### src/rtl/nibble_pkg.sv
// Shared types and widths for the nibble subtract sequencer and its
// combinational subtractor.
package nibble_pkg;

    localparam int NIB_W = 4;
    localparam int RES_W = 5;

    typedef enum logic [1:0] {
        IDLE   = 2'd0,
        FIRST  = 2'd1,
        SECOND = 2'd2
    } state_t;

endpackage

### src/rtl/nibble_sub4.sv
// Combinational 4-bit subtractor: r = {borrow, (x - y) mod 16}.
module nibble_sub4
    import nibble_pkg::*;
(
    input  logic [NIB_W-1:0] x,
    input  logic [NIB_W-1:0] y,
    output logic [RES_W-1:0] r
);

    // A 5-bit subtraction of zero-extended operands yields the borrow in bit 4.
    assign r = {1'b0, x} - {1'b0, y};

endmodule

### src/rtl/nibble_sub_seq.sv
// Accepts a byte pair, then streams the two per-nibble differences as two
// 5-bit beats, ordered by ctrl, with a count of fully emitted pairs.
module nibble_sub_seq
    import nibble_pkg::*;
#(
    parameter int COUNT_W = 8
)(
    input  logic               clk,
    input  logic               rst,
    input  logic               in_valid,
    output logic               in_ready,
    input  logic [7:0]         A,
    input  logic [7:0]         B,
    input  logic               ctrl,
    output logic               out_valid,
    input  logic               out_ready,
    output logic [RES_W-1:0]   q,
    output logic               q_last,
    output logic [COUNT_W-1:0] pair_count
);

    state_t             state_r, state_s;
    logic [7:0]         a_r, a_s;
    logic [7:0]         b_r, b_s;
    logic               ctrl_r, ctrl_s;
    logic [RES_W-1:0]   q_r, q_s;
    logic               q_last_r, q_last_s;
    logic               out_valid_r, out_valid_s;
    logic [COUNT_W-1:0] pair_count_r, pair_count_s;
    logic [NIB_W-1:0]   x_s, y_s;
    logic [RES_W-1:0]   r_s;

    nibble_sub4 u_sub (
        .x (x_s),
        .y (y_s),
        .r (r_s)
    );

    // Operand select: IDLE feeds the incoming first-order nibble, later states
    // feed the second-order nibble of the captured pair.
    always_comb begin
        x_s = a_r[3:0];
        y_s = b_r[3:0];
        if (state_r == IDLE) begin
            if (ctrl) begin
                x_s = A[7:4];
                y_s = B[7:4];
            end else begin
                x_s = A[3:0];
                y_s = B[3:0];
            end
        end else begin
            if (ctrl_r) begin
                x_s = a_r[3:0];
                y_s = b_r[3:0];
            end else begin
                x_s = a_r[7:4];
                y_s = b_r[7:4];
            end
        end
    end

    // Next-state and next-output decode for the handshake FSM.
    always_comb begin
        state_s      = state_r;
        a_s          = a_r;
        b_s          = b_r;
        ctrl_s       = ctrl_r;
        q_s          = q_r;
        q_last_s     = q_last_r;
        out_valid_s  = out_valid_r;
        pair_count_s = pair_count_r;
        case (state_r)
            IDLE: begin
                if (in_valid) begin
                    a_s         = A;
                    b_s         = B;
                    ctrl_s      = ctrl;
                    q_s         = r_s;
                    q_last_s    = 1'b0;
                    out_valid_s = 1'b1;
                    state_s     = FIRST;
                end else begin
                    out_valid_s = 1'b0;
                end
            end
            FIRST: begin
                if (out_ready) begin
                    q_s      = r_s;
                    q_last_s = 1'b1;
                    state_s  = SECOND;
                end else begin
                    state_s = FIRST;
                end
            end
            SECOND: begin
                if (out_ready) begin
                    out_valid_s  = 1'b0;
                    q_last_s     = 1'b0;
                    pair_count_s = pair_count_r + COUNT_W'(1);
                    state_s      = IDLE;
                end else begin
                    state_s = SECOND;
                end
            end
            default: begin
                out_valid_s = 1'b0;
                q_last_s    = 1'b0;
                state_s     = IDLE;
            end
        endcase
    end

    // State and output registers; rst overrides any handshake in the same cycle.
    always_ff @(posedge clk) begin
        if (rst) begin
            state_r      <= IDLE;
            a_r          <= 8'h00;
            b_r          <= 8'h00;
            ctrl_r       <= 1'b0;
            q_r          <= 5'h00;
            q_last_r     <= 1'b0;
            out_valid_r  <= 1'b0;
            pair_count_r <= '0;
        end else begin
            state_r      <= state_s;
            a_r          <= a_s;
            b_r          <= b_s;
            ctrl_r       <= ctrl_s;
            q_r          <= q_s;
            q_last_r     <= q_last_s;
            out_valid_r  <= out_valid_s;
            pair_count_r <= pair_count_s;
        end
    end

    assign in_ready   = (state_r == IDLE);
    assign out_valid  = out_valid_r;
    assign q          = q_r;
    assign q_last     = q_last_r;
    assign pair_count = pair_count_r;

endmodule

### config.mk
export PLATFORM = sky130hd
export DESIGN_NAME = nibble_sub_seq
export DESIGN_NICKNAME = d
export VERILOG_FILES = /design/src/rtl/nibble_pkg.sv /design/src/rtl/nibble_sub4.sv /design/src/rtl/nibble_sub_seq.sv
export SDC_FILE = /design/constraint.sdc
export NUM_CORES = 1
export LEC_CHECK = 0
export ABC_AREA = 1
export ABC_CLOCK_PERIOD_IN_PS = 2100
export BUFFER_PORTS_ARGS = -buffer_cell sky130_fd_sc_hd__buf_2
export CORE_MARGIN = 5
export CORE_UTILIZATION = 48
export CTS_CLUSTER_DIAMETER = 30
export DETAILED_ROUTE_END_ITERATION = 10
export HOLD_SLACK_MARGIN = 0.15
export PLACE_DENSITY_LB_ADDON = 0.05
export SLEW_MARGIN = 10
export SYNTH_ARGS = -nofsm -noshare
export SYNTH_HDL_FRONTEND = slang
export SYNTH_SLANG_ARGS = --single-unit
### constraint.sdc
create_clock -name clk -period 2.1 [get_ports clk]
set_input_delay 0.21 -clock clk [delete_from_list [all_inputs] [get_ports clk]]
set_output_delay 0.21 -clock clk [all_outputs]
set_load 0.02 [all_outputs]
==> reports/qor.log <==
[outcome] run status finished, final reports clean
[clocking] clock tree from TritonCTS built
[die] die boundary height 68.2 um
[clocking] clock buffer depth 2
[detailed_routing] drc violations 0
[cells_and_area] Multi-input gate area 853 sq um
[cells_and_area] most frequent standard cell in the layout excluding fill and tap cells nor2_1
[placed_design] last weighted congestion value of the routability-driven placer 0.885
[die] standard-cell row count 21
[grt] via count of the first global-routing pass 1376
[placed_design] detailed placement HPWL 2930 um
[power_and_ir_drop] Peak supply drop 0.498 mV
[detailed_routing] drt total wl 3950 um
[sta] peak clock frequency supported by timing 504 MHz
[grt] global-route congestion overflow total 0
[cells_and_area] nets@finish 302
[synthesis] syn nets 257
[sta] Min Hold Slack 154 ps
[detailed_routing] routed wire length on met2 1740 um
[sta] final worst setup slack 115 ps
[grt] number of antenna violations at the first check in global routing 0
[sta] final count of pins violating max slew 0
[synthesis] leading area contributor after synthesis dfxtp_1
[die] core outline area 3310 sq um
[sta] Final TNS setup 0 ps
[synthesis] top-area cell type share of the netlist area 41.8%
[cells_and_area] number of filler cells placed in the layout 324
[sta] final critical-path share of the clock period 94.5%
[detailed_routing] via/cell ratio 5.04
[die] die area 4660 sq um
[power_and_ir_drop] Final Power 1.66 mW
[detailed_routing] Wirelength per Cell 12.3 um
[grt] wire length of the first global-routing pass 6460 um
[run] maxcap violations 0
[placed_design] Post-Place Cell Area 1860 sq um
[cells_and_area] ANT cells 0
[detailed_routing] wl on met1 1950 um
[placed_design] placed instance count 308
[placed_design] IO Port Bufs 36
[sta] total count of hold-check failures in the final report 0
[die] chip width 68.2 um
[cells_and_area] combined flip-flop and latch cell area 683 sq um
[synthesis] summed instance area of the synthesized netlist 1630 sq um
[cells_and_area] cell area after layout 2020 sq um
[min_path] hold path startpoint B[0]
[synthesis] flip-flop and latch count after synthesis 34
[detailed_routing] topmost layer with routed signal wires met4
[sta] # setup viols final 0
[synthesis] top area cells in the synthesized netlist dfxtp_1 42%, nor2_1 15%, o21ai_0 13%
[sta] slew at the pin closest to its max-slew limit 389 ps
[cells_and_area] Layout Area Growth over Synthesis 23.9%
[detailed_routing] Routed Antenna Nets 0
[clocking] post-CTS clock slew at the launch and capture registers of the worst setup and hold paths 110 ps
[cells_and_area] post-route insts no fill 321
[critical_path] R2R setup slack 120 ps
[power_and_ir_drop] Leakage 0.917 nW
[critical_path] required time of the worst setup path 2330 ps
[min_path] Hold Path Cell Cnt 3
[critical_path] endpoint type of the worst setup path flip-flop
[sta] unrepaired setup endpoints after global routing yes
[die] I/O pin count 37
[cells_and_area] final core area utilization 60.9%
[detailed_routing] amount of wire on met3 after detailed routing 237 um
[critical_path] Crit path arrival time 2220 ps
[detailed_routing] 1st-pass router iterations 4
[critical_path] Worst R2R Start state_r[1]
[detailed_routing] number of DRC violations after detailed-routing iteration 0 203
[synthesis] share of synthesized area occupied by flip-flops and latches 41.8%
[sta] Max-slew headroom 73.9%
[synthesis] count of distinct cell types in the synthesized netlist 25
[synthesis] Yosys warning total 0
[critical_path] R2R Path End q[2]
[critical_path] critical path class reg2reg
[clocking] total clock buffers created by CTS 5
[clocking] root buf cell clkbuf_4
[clocking] Sink Count 34
[min_path] worst hold path type in2reg
[placed_design] worst setup slack before clock tree synthesis 48.9 ps
[grt] Overall Global Routing Usage 18.6%
[clocking] worst skew pair latency 330 ps
[critical_path] logic depth of the worst register-to-register path 10
[critical_path] highest net fanout along the worst path 7
[synthesis] mean cell area of the mapped netlist 7.08 sq um
[min_path] Endpoint, Worst Hold b_r[0]
[cells_and_area] leading cell types in the layout, fill and taps excluded 66 x nor2_1, 42 x o21ai_0, 36 x buf_2
[sta] post-layout min period 1980 ps
[critical_path] crit path launch type flip-flop
[grt] maximum number of pins on one net before global-route repair 22
[power_and_ir_drop] power per standard cell area 825 nW/um^2
[synthesis] cell count after synthesis 230
[detailed_routing] detailed-route via count 1619
[sta] Fin Clk Skew 9.26 ps
[clocking] CTS HTree Levels 2
[die] initial standard-cell utilization of the core 49.2%
[cells_and_area] layout cell share with drive strength beyond 1 21.5%
[what timing repair did]
action | CTS | global route
gates resized for setup | 0 | 8
endpoints found under the setup margin | 0 | 3
buffers inserted | 0 | 0
hold buffers | 4 | 2
hold endpoints to repair | 7 | 2
[how the worst max path moves through the flow]
| stage | start | depth (start not counted) | slack, ps | to |
|---|---|---|---|---|
| 3_3_place_gp | ctrl | 10 | 140 | q[2] |
| 3_5_place_dp | state_r[1] | 10 | 50 | q[2] |
| 5_1_grt | state_r[1] | 10 | -20 | q[2] |
| 4_1_cts | state_r[1] | 10 | 30 | q[2] |
| 2_1_floorplan | state_r[1] | 10 | 50 | q[2] |
| 6_report | state_r[1] | 10 | 120 | q[2] |
[cell families (layout without fill, tap and decap cells)]
| group | after synthesis | after routing | share of synthesized area (%) |
|---|---|---|---|
| fa+ha+maj | 6 | 6 | 5.07 |
| simple gates | 98 | 98 | 24.6 |
| buf+inv | 25 | 70 | 6.30 |
| compound gates | 66 | 66 | 21.7 |
| xor+xnor | 1 | 1 | 0.538 |
| flops | 34 | 34 | 41.8 |
[per-layer routing]
| metal | track usage (%) | vias to the layer above |
|---|---|---|
| met1 | 26.0 | 724 |
| met5 | 0 | - |
| met2 | 27.4 | 43 |
| met3 | 5.58 | 2 |
| met4 | 5.21 | 0 |
| li1 | - | 850 |
[flip-flops by register name (all words and copies together), names as in the netlist]
register,count
state_r,2
out_valid,1
q,5
q_last,1
ctrl_r,1
pair_count,8
a_r,8
b_r,8
[critical path, cell delays in order, from the launching register on]
cell	delay (ps)
dfxtp_2	350
nor2_4	160
inv_2	80
o21ai_0	80
o22a_1	150
ha_1	150
inv_1	60
fa_1	370
or2_2	320
a21oi_2	140
nor2_1	40
[area by class of cell]
cell class,count,area share (%)
tap,46,2.85
inverter,16,2.98
timing repair buffer,47,14.0
clock inverter,1,1.49
clock buffer,6,2.54
sequential,34,33.9
multi-input combinational,171,42.3
[cell usage after synthesis]
library cell / number
nand4_1: 1
nor2_2: 2
dfxtp_1: 34
buf_2: 2
inv_2: 1
xor2_1: 1
a21boi_0: 1
ha_1: 5
nand3_1: 8
o22ai_1: 4
nor2_1: 66
nand2_2: 1
clkbuf_2: 2
o22a_1: 4
buf_4: 1
o21ai_1: 1
clkbuf_1: 4
nand2_1: 17
or2_2: 1
nand2_4: 1
fa_1: 1
a21oi_1: 14
inv_1: 15
and2_1: 1
o21ai_0: 42
[report_power, final]
| part | leakage (nW) | total, mW | internal [mW] | switching (mW) |
|---|---|---|---|---|
| Combinational | 0.592 | 0.435 | 0.176 | 0.260 |
| Clock | 0.0443 | 0.492 | 0.277 | 0.215 |
| Sequential | 0.281 | 0.737 | 0.704 | 0.0324 |
(Power assumes the default switching activity.)
